`config.mk`:
```
export PLATFORM = sky130hd
export DESIGN_NAME = instr_fetch_unit
export DESIGN_NICKNAME = d
export VERILOG_FILES = /design/src/rtl/instr_fetch_unit.sv
export SDC_FILE = /design/constraint.sdc
export NUM_CORES = 1
export LEC_CHECK = 0
export CAP_MARGIN = 0
export CORE_ASPECT_RATIO = 0.9
export CORE_MARGIN = 2
export CORE_UTILIZATION = 38
export DETAILED_ROUTE_END_ITERATION = 12
export PLACE_DENSITY = 0.77
export SLEW_MARGIN = 20
export SYNTH_ARGS = -nofsm -noshare
export SYNTH_HDL_FRONTEND = slang
export SYNTH_SLANG_ARGS = --single-unit
```
`constraint.sdc`:
```
create_clock -name clk -period 2.1 [get_ports clk]
set_clock_uncertainty 0.2 [all_clocks]
set_input_delay 0.42 -clock clk [delete_from_list [all_inputs] [get_ports clk]]
set_output_delay 0.42 -clock clk [all_outputs]
set_load 0.02 [all_outputs]
```
`src/rtl/instr_fetch_unit.sv`:
```
// -----------------------------------------------------------------------------
// instr_fetch_unit
//
// Fetches the instruction at the registered PC over a req/gnt/rvalid memory
// handshake and feeds the PC register back through pcnext. The PC register
// loads pcnext every cycle, so a stall is simply pcnext = pc. Fetched words go
// to decode through a one-entry valid/ready buffer. Execute redirects flush
// the buffer and any in-flight fetch.
//
// Optional feature macro: IFU_ALIGN_CHECK_EN
//   defined   : a launch from a misaligned pc issues no memory request and
//               instead buffers NOP_INSTR with fetch_fault=1
//   undefined : fetch_fault is tied low and imem_addr[1:0] is forced to 0
//
// Ports:
//   clk, rst_n        clock, asynchronous active-low reset
//   pc                current PC register value
//   pcnext            next PC (combinational)
//   imem_req/addr     fetch request and address (held until imem_gnt)
//   imem_gnt          request accepted
//   imem_rvalid/rdata fetch response
//   redirect_valid/pc taken branch/jump from execute
//   instr_valid/ready output buffer handshake to decode
//   instr, instr_pc   buffered instruction and its address
//   fetch_fault       buffer entry is a misaligned-fetch fault
// -----------------------------------------------------------------------------
module instr_fetch_unit #(
    parameter int              XLEN      = 32,
    parameter logic [XLEN-1:0] NOP_INSTR = XLEN'('h13)
) (
    input  logic            clk,
    input  logic            rst_n,
    input  logic [XLEN-1:0] pc,
    output logic [XLEN-1:0] pcnext,
    output logic            imem_req,
    output logic [XLEN-1:0] imem_addr,
    input  logic            imem_gnt,
    input  logic            imem_rvalid,
    input  logic [XLEN-1:0] imem_rdata,
    input  logic            redirect_valid,
    input  logic [XLEN-1:0] redirect_pc,
    output logic            instr_valid,
    input  logic            instr_ready,
    output logic [XLEN-1:0] instr,
    output logic [XLEN-1:0] instr_pc,
    output logic            fetch_fault
);

    typedef enum logic [1:0] {
        S_IDLE,
        S_REQ,
        S_WAIT,
        S_DROP
    } state_e;

    state_e          state_q, state_d;
    logic            kill_q, kill_d;
    logic [XLEN-1:0] req_addr_q, req_addr_d;
    logic            buf_valid_q, buf_valid_d;
    logic [XLEN-1:0] buf_instr_q, buf_instr_d;
    logic [XLEN-1:0] buf_pc_q, buf_pc_d;
    logic            buf_load;
    logic            load_fault;
    logic            launch_ok;

    // A new fetch may start only when its response has somewhere to land.
    assign launch_ok = (!buf_valid_q || instr_ready) && !redirect_valid;

    // NOTE: every signal driven here gets a default first, so no path through
    // the case statement can leave one unassigned and infer a latch.
    always_comb begin
        state_d    = state_q;
        kill_d     = kill_q;
        req_addr_d = req_addr_q;
        buf_load   = 1'b0;
        load_fault = 1'b0;
        pcnext     = pc;

        unique case (state_q)
            S_IDLE: begin
                if (launch_ok) begin
`ifdef IFU_ALIGN_CHECK_EN
                    if (pc[1:0] != 2'b00) begin
                        // Fault goes straight into the buffer; PC holds and
                        // the fault repeats until a redirect moves the PC.
                        buf_load   = 1'b1;
                        load_fault = 1'b1;
                    end else begin
                        req_addr_d = pc;
                        state_d    = S_REQ;
                    end
`else
                    req_addr_d = pc;
                    state_d    = S_REQ;
`endif
                end
            end
            S_REQ: begin
                if (imem_gnt) begin
                    kill_d  = 1'b0;
                    state_d = (kill_q || redirect_valid) ? S_DROP : S_WAIT;
                    if (!kill_q) begin
                        pcnext = pc + XLEN'(4);
                    end
                end else if (redirect_valid) begin
                    // Request cannot be withdrawn; remember to drop its data.
                    kill_d = 1'b1;
                end
            end
            S_WAIT: begin
                if (imem_rvalid) begin
                    state_d  = S_IDLE;
                    buf_load = !redirect_valid;
                end else if (redirect_valid) begin
                    state_d = S_DROP;
                end
            end
            S_DROP: begin
                if (imem_rvalid) begin
                    state_d = S_IDLE;
                end
            end
            default: state_d = S_IDLE;
        endcase

        if (redirect_valid) begin
            pcnext = redirect_pc;
        end
    end

    // Output buffer: a redirect flush beats a same-cycle load, and a load
    // beats a same-cycle drain.
    always_comb begin
        buf_valid_d = buf_valid_q;
        buf_instr_d = buf_instr_q;
        buf_pc_d    = buf_pc_q;
        if (redirect_valid) begin
            buf_valid_d = 1'b0;
        end else if (buf_load) begin
            buf_valid_d = 1'b1;
            buf_instr_d = load_fault ? NOP_INSTR : imem_rdata;
            buf_pc_d    = load_fault ? pc : req_addr_q;
        end else if (buf_valid_q && instr_ready) begin
            buf_valid_d = 1'b0;
        end
    end

    // NOTE: sequential state uses non-blocking assignments so every register
    // samples the pre-edge values regardless of statement order.
    always_ff @(posedge clk or negedge rst_n) begin
        if (!rst_n) begin
            state_q     <= S_IDLE;
            kill_q      <= 1'b0;
            req_addr_q  <= '0;
            buf_valid_q <= 1'b0;
            buf_instr_q <= '0;
            buf_pc_q    <= '0;
        end else begin
            state_q     <= state_d;
            kill_q      <= kill_d;
            req_addr_q  <= req_addr_d;
            buf_valid_q <= buf_valid_d;
            buf_instr_q <= buf_instr_d;
            buf_pc_q    <= buf_pc_d;
        end
    end

`ifdef IFU_ALIGN_CHECK_EN
    logic buf_fault_q, buf_fault_d;

    always_comb begin
        buf_fault_d = buf_fault_q;
        if (!redirect_valid && buf_load) begin
            buf_fault_d = load_fault;
        end
    end

    always_ff @(posedge clk or negedge rst_n) begin
        if (!rst_n) begin
            buf_fault_q <= 1'b0;
        end else begin
            buf_fault_q <= buf_fault_d;
        end
    end

    assign fetch_fault = buf_fault_q;
    assign imem_addr   = req_addr_q;
`else
    assign fetch_fault = 1'b0;
    assign imem_addr   = {req_addr_q[XLEN-1:2], 2'b00};
`endif

    assign imem_req    = (state_q == S_REQ);
    assign instr_valid = buf_valid_q;
    assign instr       = buf_instr_q;
    assign instr_pc    = buf_pc_q;

endmodule
```
==> metrics.md, run 1 <==
| Metric | Value |
|---|---|
| Total GRT Usage | 0.225 |
| Post-Layout Inst Area | 8800 um2 |
| Synth unique cells | 39 |
| Cell mode on critical path | buf_6 |
| TritonRoute pass-1 iters | 4 |
| Final hold vios | 0 |
| Reg-to-reg startpoint | state_q[1] |
| Combinational share of power | 0.498 |
| Clk network pwr share | 0.165 |
| Compound-Gate Fraction of Synth Area | 0.0690 |
| Min-delay src | pc[14] |
| Root Driver | clkbuf_16 |
| Post-route minimum period | 2.77 ns |
| Fillers | 970 |
| R2r worst-path depth | 5 |
| Number of synthesized flops with an enable pin | 0 |
| Main combinational cell family by area after synthesis | multiplexers |
| Static Leakage | 3.77 nW |
| # setup viols final | 30 |
| Antenna Nets Post-Route | 0 |
| Clk slew on worst S/H paths | 0.07 ns |
| Vias in the first global route | 5020 |
| CTS Sinks | 100 |
| Die ar. | 14400 um2 |
| Fin util | 0.666 |
| Worst Hold Class | input pin to register |
| Setup WS post-layout | -0.669 ns |
| WS Path Type | register to output pin |
| Internal | 6.61 mW |
| # rows | 40 |
| R2r endpoint | req_addr_q[30] |
| Avg Cell Area, Syn | 11.6 um2 |
| Die X | 126 um |
| Chip height | 114 um |
| Final #Nets | 837 |
| Adder-cell share of the synthesized area | 0.00245 |
| Register share of total power | 0.337 |
| Total I/O pin count | 233 |
| Setup TNS | -15.89 ns |
| Crit Path Max Fanout | 7 |
| Post-Route WL | 16000 um |
| Global-route wire length before repair | 25600 um |
| Placed cell areas | 8250 um2 |
| Antenna violations before repair | 0 |
| Post-Synth XOR/XNOR Area | 0.0155 |
| Mux share of post-synthesis cell area | 0.214 |
| Net Sw Frac | 0.356 |
| Core Region | 13200 um2 |
| Failing checks | setup timing |
| Hold Crit Endpoint | req_addr_q[14] |
| Max clock buf depth | 2 |
| RSZ-0062 raised after global routing | true |
| Leading area contributor after synthesis | dfrtp_1 |
| Slew Viols, Final | 0 |
| Power per cell area | 1170 nW/um2 |
| Yosys warnings | 0 |
| Asr flop ratio synth | 1.00 |
| Worst-Skew Late Latency | 0.35 ns |
| Via count | 4641 |
| MaxCap Viol Count | 0 |
| Share of the synthesized area in the top cell type | 0.491 |
| TritonCTS Buffers | 9 |
| Mapped Area | 5100 um2 |
| IO Port Bufs | 229 |
| Post-synthesis sequential area ratio | 0.491 |
| Post-Syn Instances | 441 |
| Routed wire per std cell | 17.6 um |
| CTS tree | built |
| Hold Crit Depth | 2 |
| Critical path launch point type | register |
| Crit path DAT | 2.15 ns |
| Buf+Inv Stages, Crit Path | 2 |
| Antenna cells | 0 |
| Worst setup EP type | output pin |
| Drt drc | 0 |
| Initial DRC Count | 175 |
| Simple-Gate Fraction of Synth Area | 0.127 |
| Prevailing post-synth register cell | dfrtp_1 |
| Layout cells sized above 1 | 0.454 |
| # H-tree levels | 3 |
| CP top delay family | simple AND/OR/NAND/NOR gates |
| P_sw | 3.65 mW |
| Final GP Congestion | 0.876 |
| DP HPWL | 12000 um |
| Largest net degree at the start of global routing | 41 |
| Req. time, crit path | 1.48 ns |
| Final Cycle Share | 1.32 |
| Gr ovfl total | 0 |
| Peak VDD IR | 0.984 mV |
| Flops & latches, synth | 100 |
| Effective utilization at floorplan | 0.386 |
| Fmax | 361 MHz |
| Drt via density | 5.12 |
| CP Cell Sequence | and4bb_4 -> nand4_4 -> buf_6 -> o211a_1 -> or3_4 -> buf_6 |
| Max stage delay on crit path | 0.39 ns |
| Reg2Reg Setup Slack | 0.09 ns |
| Outcome | finished with violations |
| CP max-delay cell | and4bb_4 |
| Synth area leaders | dfrtp_1, mux2_2, buf_4 |
| Area Overhead vs Synth | 72.7% |
[worst max path at each step]
stage / from / endpoint / slack (ns) / cells after the start
2_1_floorplan: pc[2] / pcnext[24] / -0.21 / 5
3_3_place_gp: pc[2] / pcnext[28] / -1.42 / 7
3_5_place_dp: pc[2] / pcnext[30] / -1.45 / 7
4_1_cts: state_q[1] / pcnext[25] / -0.70 / 5
5_1_grt: kill_q / pcnext[29] / -0.74 / 6
6_report: kill_q / pcnext[29] / -0.67 / 6
[worst reg2reg max path, cell delays in order (launching register included)]
cell,delay (ns)
dfrtp_1,0.38
buf_4,0.13
buf_4,0.14
or4_4,0.57
buf_4,0.20
mux2_2,0.28
[timing repair]
action                                  CTS  global route
hold endpoints to repair                 71             0
gates resized for setup                 269            20
hold buffers                              1             0
setup buffers                            15             4
pin swaps                                31            13
gates cloned                              1             0
endpoints found under the setup margin   33            63
[cells in the final DEF, fill, tap and decap left out, types with 10 or more instances in the layout]
cell type        instances
clkdlybuf4s50_1        170
buf_4                  107
dfrtp_1                100
mux2_2                  96
buf_6                   28
nand2_1                 27
nor2_1                  15
a31oi_4                 12
nand4_1                 11
or4_4                   10
buf_2                   10
[layout make-up]
type / count / area [um2] / share of cell area
multi-input cells: 279 / 2610 / 0.296
clock inverters: 4 / 48.8 / 0.00554
repair buffers: 339 / 3160 / 0.359
inverters: 5 / 18.8 / 0.00213
clock buffers: 11 / 253 / 0.0287
flip-flops and latches: 100 / 2500 / 0.284
well taps: 168 / 210 / 0.0239
[metrics by stage]
| step | worst slack, ns | total power [mW] | hold WS [ns] | cells |
|---|---|---|---|---|
| final | -0.669 | 10.3 | 0.180 | 906 |
| after global routing | -0.743 | 10.8 | 0.181 | 906 |
| after CTS | -0.700 | 10.4 | 0.158 | 904 |
| after detailed placement | -1.45 | 8.56 | 0.0572 | 872 |
| after global placement | -1.42 | 8.41 | 0.0568 | 872 |
| after floorplan | -0.214 | 6.27 | -0.0756 | 443 |
[cells by family (layout without fill, tap and decap cells)]
family / count (synthesis) / count (layout)
flip-flops: 100 / 100
adder cells (fa/ha/maj): 1 / 1
AND/OR/NAND/NOR: 112 / 112
buffers and inverters: 64 / 359
XOR/XNOR: 9 / 9
other: 1 / 3
multiplexers: 97 / 97
AO/OA/AOI/OAI: 57 / 57
[power groups by stage]
stage                     Clock [mW]  Sequential, mW  Combinational, mW
after floorplan                    0            4.07               2.20
after global placement             0            3.41               4.99
after detailed placement           0            3.49               5.07
after CTS                       1.75            3.48               5.14
after global routing            1.82            3.58               5.38
final                           1.69            3.46               5.11
[sequential cells by signal, summed over array words and instances (netlist names)]
signal,cells
instr,32
instr_pc,32
req_addr_q,32
state_q,2
instr_valid,1
kill_q,1
[metal layers]
metal  vias to the layer above  GRT usage  routed length [um]
met5                         -          0                   0
met4                         0     0.0923                 430
met3                        31     0.0727                1200
met2                       171      0.388                7960
met1                      2277      0.259                6370
li1                       2162          -                   -
[synth_stat cells, types with 8 or more instances]
cell and instances:
o31ai_1 8, clkbuf_1 10, buf_4 33, nor2_1 15, a31oi_1 12, o21ai_0 21
nand2_1 29, dfrtp_1 100, or4_1 14, buf_2 12, mux2_2 96, nand3_1 13
xor2_1 8, nand4_1 11
No activity file was read; power rests on OpenSTA's default activity.
==> inputs of run 2 (changes only) <==
- CORE_ASPECT_RATIO: 0.9 -> 0.6
==> metrics.md, run 2 (synthesized netlist as in run 1, its figures left out) <==
| Metric | Value |
|---|---|
| Outcome | finished with violations |
| Failing checks | setup timing |
| # rows | 32 |
| Reg-to-reg startpoint | state_q[1] |
| Die X | 154 um |
| # setup viols final | 30 |
| Setup TNS | -17.82 ns |
| Die ar. | 14400 um2 |
| Most frequent cells in the layout | clkdlybuf4s50_1, dfrtp_1, mux2_2, buf_4, buf_6 |
| Fin Hold WS | 0.241 ns |
| Layout cells sized above 1 | 0.456 |
| Worst setup EP type | output pin |
| Slew Viols, Final | 0 |
| Post-Place Worst Slack | -1.51 ns |
| Antenna violations before repair | 0 |
| Total GRT Usage | 0.233 |
| Clk slew on worst S/H paths | 0.08 ns |
| CP top delay family | simple AND/OR/NAND/NOR gates |
| Reg2Reg Setup Slack | 0.04 ns |
| Initial DRC Count | 200 |
| Post-Layout Inst Area | 9010 um2 |
| Critical path launch point type | register |
| TritonRoute pass-1 iters | 4 |
| Post-route minimum period | 2.87 ns |
| CP max-delay cell | or4_4 |
| Final #Nets | 841 |
| R2r worst-path depth | 5 |
| Max clock buf depth | 2 |
| Final Cycle Share | 1.36 |
| Most common cell after layout, fill and taps aside | clkdlybuf4s50_1 |
| Power Total | 10.4 mW |
| Worst-Skew Late Latency | 0.34 ns |
| CP endpoint | pcnext[25] |
| Max stage delay on crit path | 0.54 ns |
| Power per cell area | 1150 nW/um2 |
| Worst-margin pin slew | 0.543 ns |
| Via count | 4736 |
| Placed cell areas | 8320 um2 |
| Peak VDD IR | 0.809 mV |
| Static Leakage | 3.83 nW |
| IO Port Bufs | 229 |
| CTS tree | built |
| Total I/O pin count | 233 |
| Final GP Congestion | 0.892 |
| MaxCap Viol Count | 0 |
| CTS Sinks | 100 |
| Global-route wire length before repair | 26300 um |
| Worst Hold Class | input pin to register |
| Routed wire per std cell | 18.6 um |
| Multi-input logic area | 2670 um2 |
| Gr ovfl total | 0 |
| Antenna Nets Post-Route | 0 |
| Effective utilization at floorplan | 0.393 |
| Crit path DAT | 2.25 ns |
| RSZ-0062 raised after global routing | true |
| Final hold vios | 0 |
| Drt drc | 0 |
| Storage element area | 2500 um2 |
| Worst path depth | 6 |
| TritonCTS Buffers | 9 |
| Crit path launch | kill_q |
| CP Cell Sequence | and4bb_2 -> buf_12 -> nand4_4 -> or4_4 -> a31oi_4 -> buf_6 |
| Buf+Inv Stages, Crit Path | 2 |
| Core Region | 13000 um2 |
| Vias in the first global route | 4927 |
| # H-tree levels | 3 |
| Fmax | 349 MHz |
| Post-Route WL | 17000 um |
| Worst slew margin | 0.638 |
| Chip height | 93.7 um |
| Setup WS post-layout | -0.766 ns |
| R2r endpoint | req_addr_q[24] |
| WS Path Type | register to output pin |
| Crit Path Max Fanout | 6 |
| Area Overhead vs Synth | 76.7% |
| Fillers | 948 |
| Largest net degree at the start of global routing | 101 |
| Drt via density | 5.18 |
| DP HPWL | 12600 um |
| Root Driver | clkbuf_16 |
| Req. time, crit path | 1.48 ns |
## run 2: changes by cell type in the layout (fill, tap and decap cells not counted), sizes merged
cell           change
dlygate4sd2        +6
clkbuf             -4
clkdlybuf4s50      +3
dlymetal6s2s       -3
inv                +3
bufinv             -1
clkdlybuf4s15      -1
clkinv             +1
diode              +1
nand4              +1
## run 2: area by class of cell
class	count	share of cell area
Sequential cell	100	0.278
Clock buffer	9	0.0250
Antenna cell	1	0.000278
Timing Repair Buffer	342	0.367
Clock inverter	7	0.00778
Inverter	5	0.00208
Multi-Input combinational cell	280	0.296
Tap cell	170	0.0236
## run 2: power by group
group          leakage [nW]  switching [mW]  total, mW  internal (mW)
Sequential             1.22           0.593       3.45           2.86
Combinational          2.47            2.40       5.30           2.89
Clock                 0.147           0.798       1.64          0.838
## run 2: worst min-delay path by stage
| stage | cells after the start | end | slack (ns) | startpoint |
|---|---|---|---|---|
| finish | 2 | req_addr_q[14] | 0.24 | pc[14] |
| global route | 3 | req_addr_q[2] | 0.24 | pc[2] |
| CTS | 2 | req_addr_q[14] | 0.21 | pc[14] |
| detailed placement | 1 | instr_pc[0] | 0.29 | req_addr_q[0] |
| global placement | 1 | instr_pc[0] | 0.28 | req_addr_q[0] |
| floorplan | 0 | instr[0] | -0.08 | rst_n |
## run 2: per-stage QoR
stage | util | instances
after floorplan | - | 443
after CTS | 0.688 | 910
after global routing | 0.694 | 913
after detailed placement | 0.641 | 877
final | 0.694 | 914
after global placement | 0.641 | 877
## run 2: per-layer routing
| layer | GRT usage | up-vias | part of all wire |
|---|---|---|---|
| met5 | 0 | - | 0 |
| met4 | 0.0612 | 0 | 0.018 |
| met3 | 0.0890 | 29 | 0.095 |
| met2 | 0.379 | 206 | 0.46 |
| met1 | 0.294 | 2329 | 0.43 |
| li1 | - | 2172 | - |
## run 2: what timing repair did
item                                   in CTS  in global routing
endpoints found under the hold margin     100                  0
pin swaps                                  33                 16
hold buffers                                1                  0
setup endpoints to repair                  52                 39
gates resized for setup                   275                 18
setup buffers                              14                  4
cloned                                      2                  0
==> inputs of run 3 (changes only) <==
- CTS_BUF_LIST: not set -> sky130_fd_sc_hd__clkbuf_4 sky130_fd_sc_hd__clkbuf_8 sky130_fd_sc_hd__clkbuf_16
==> results of run 3 <==
The final DEF is identical to that of run 2; final timing and power are the same.
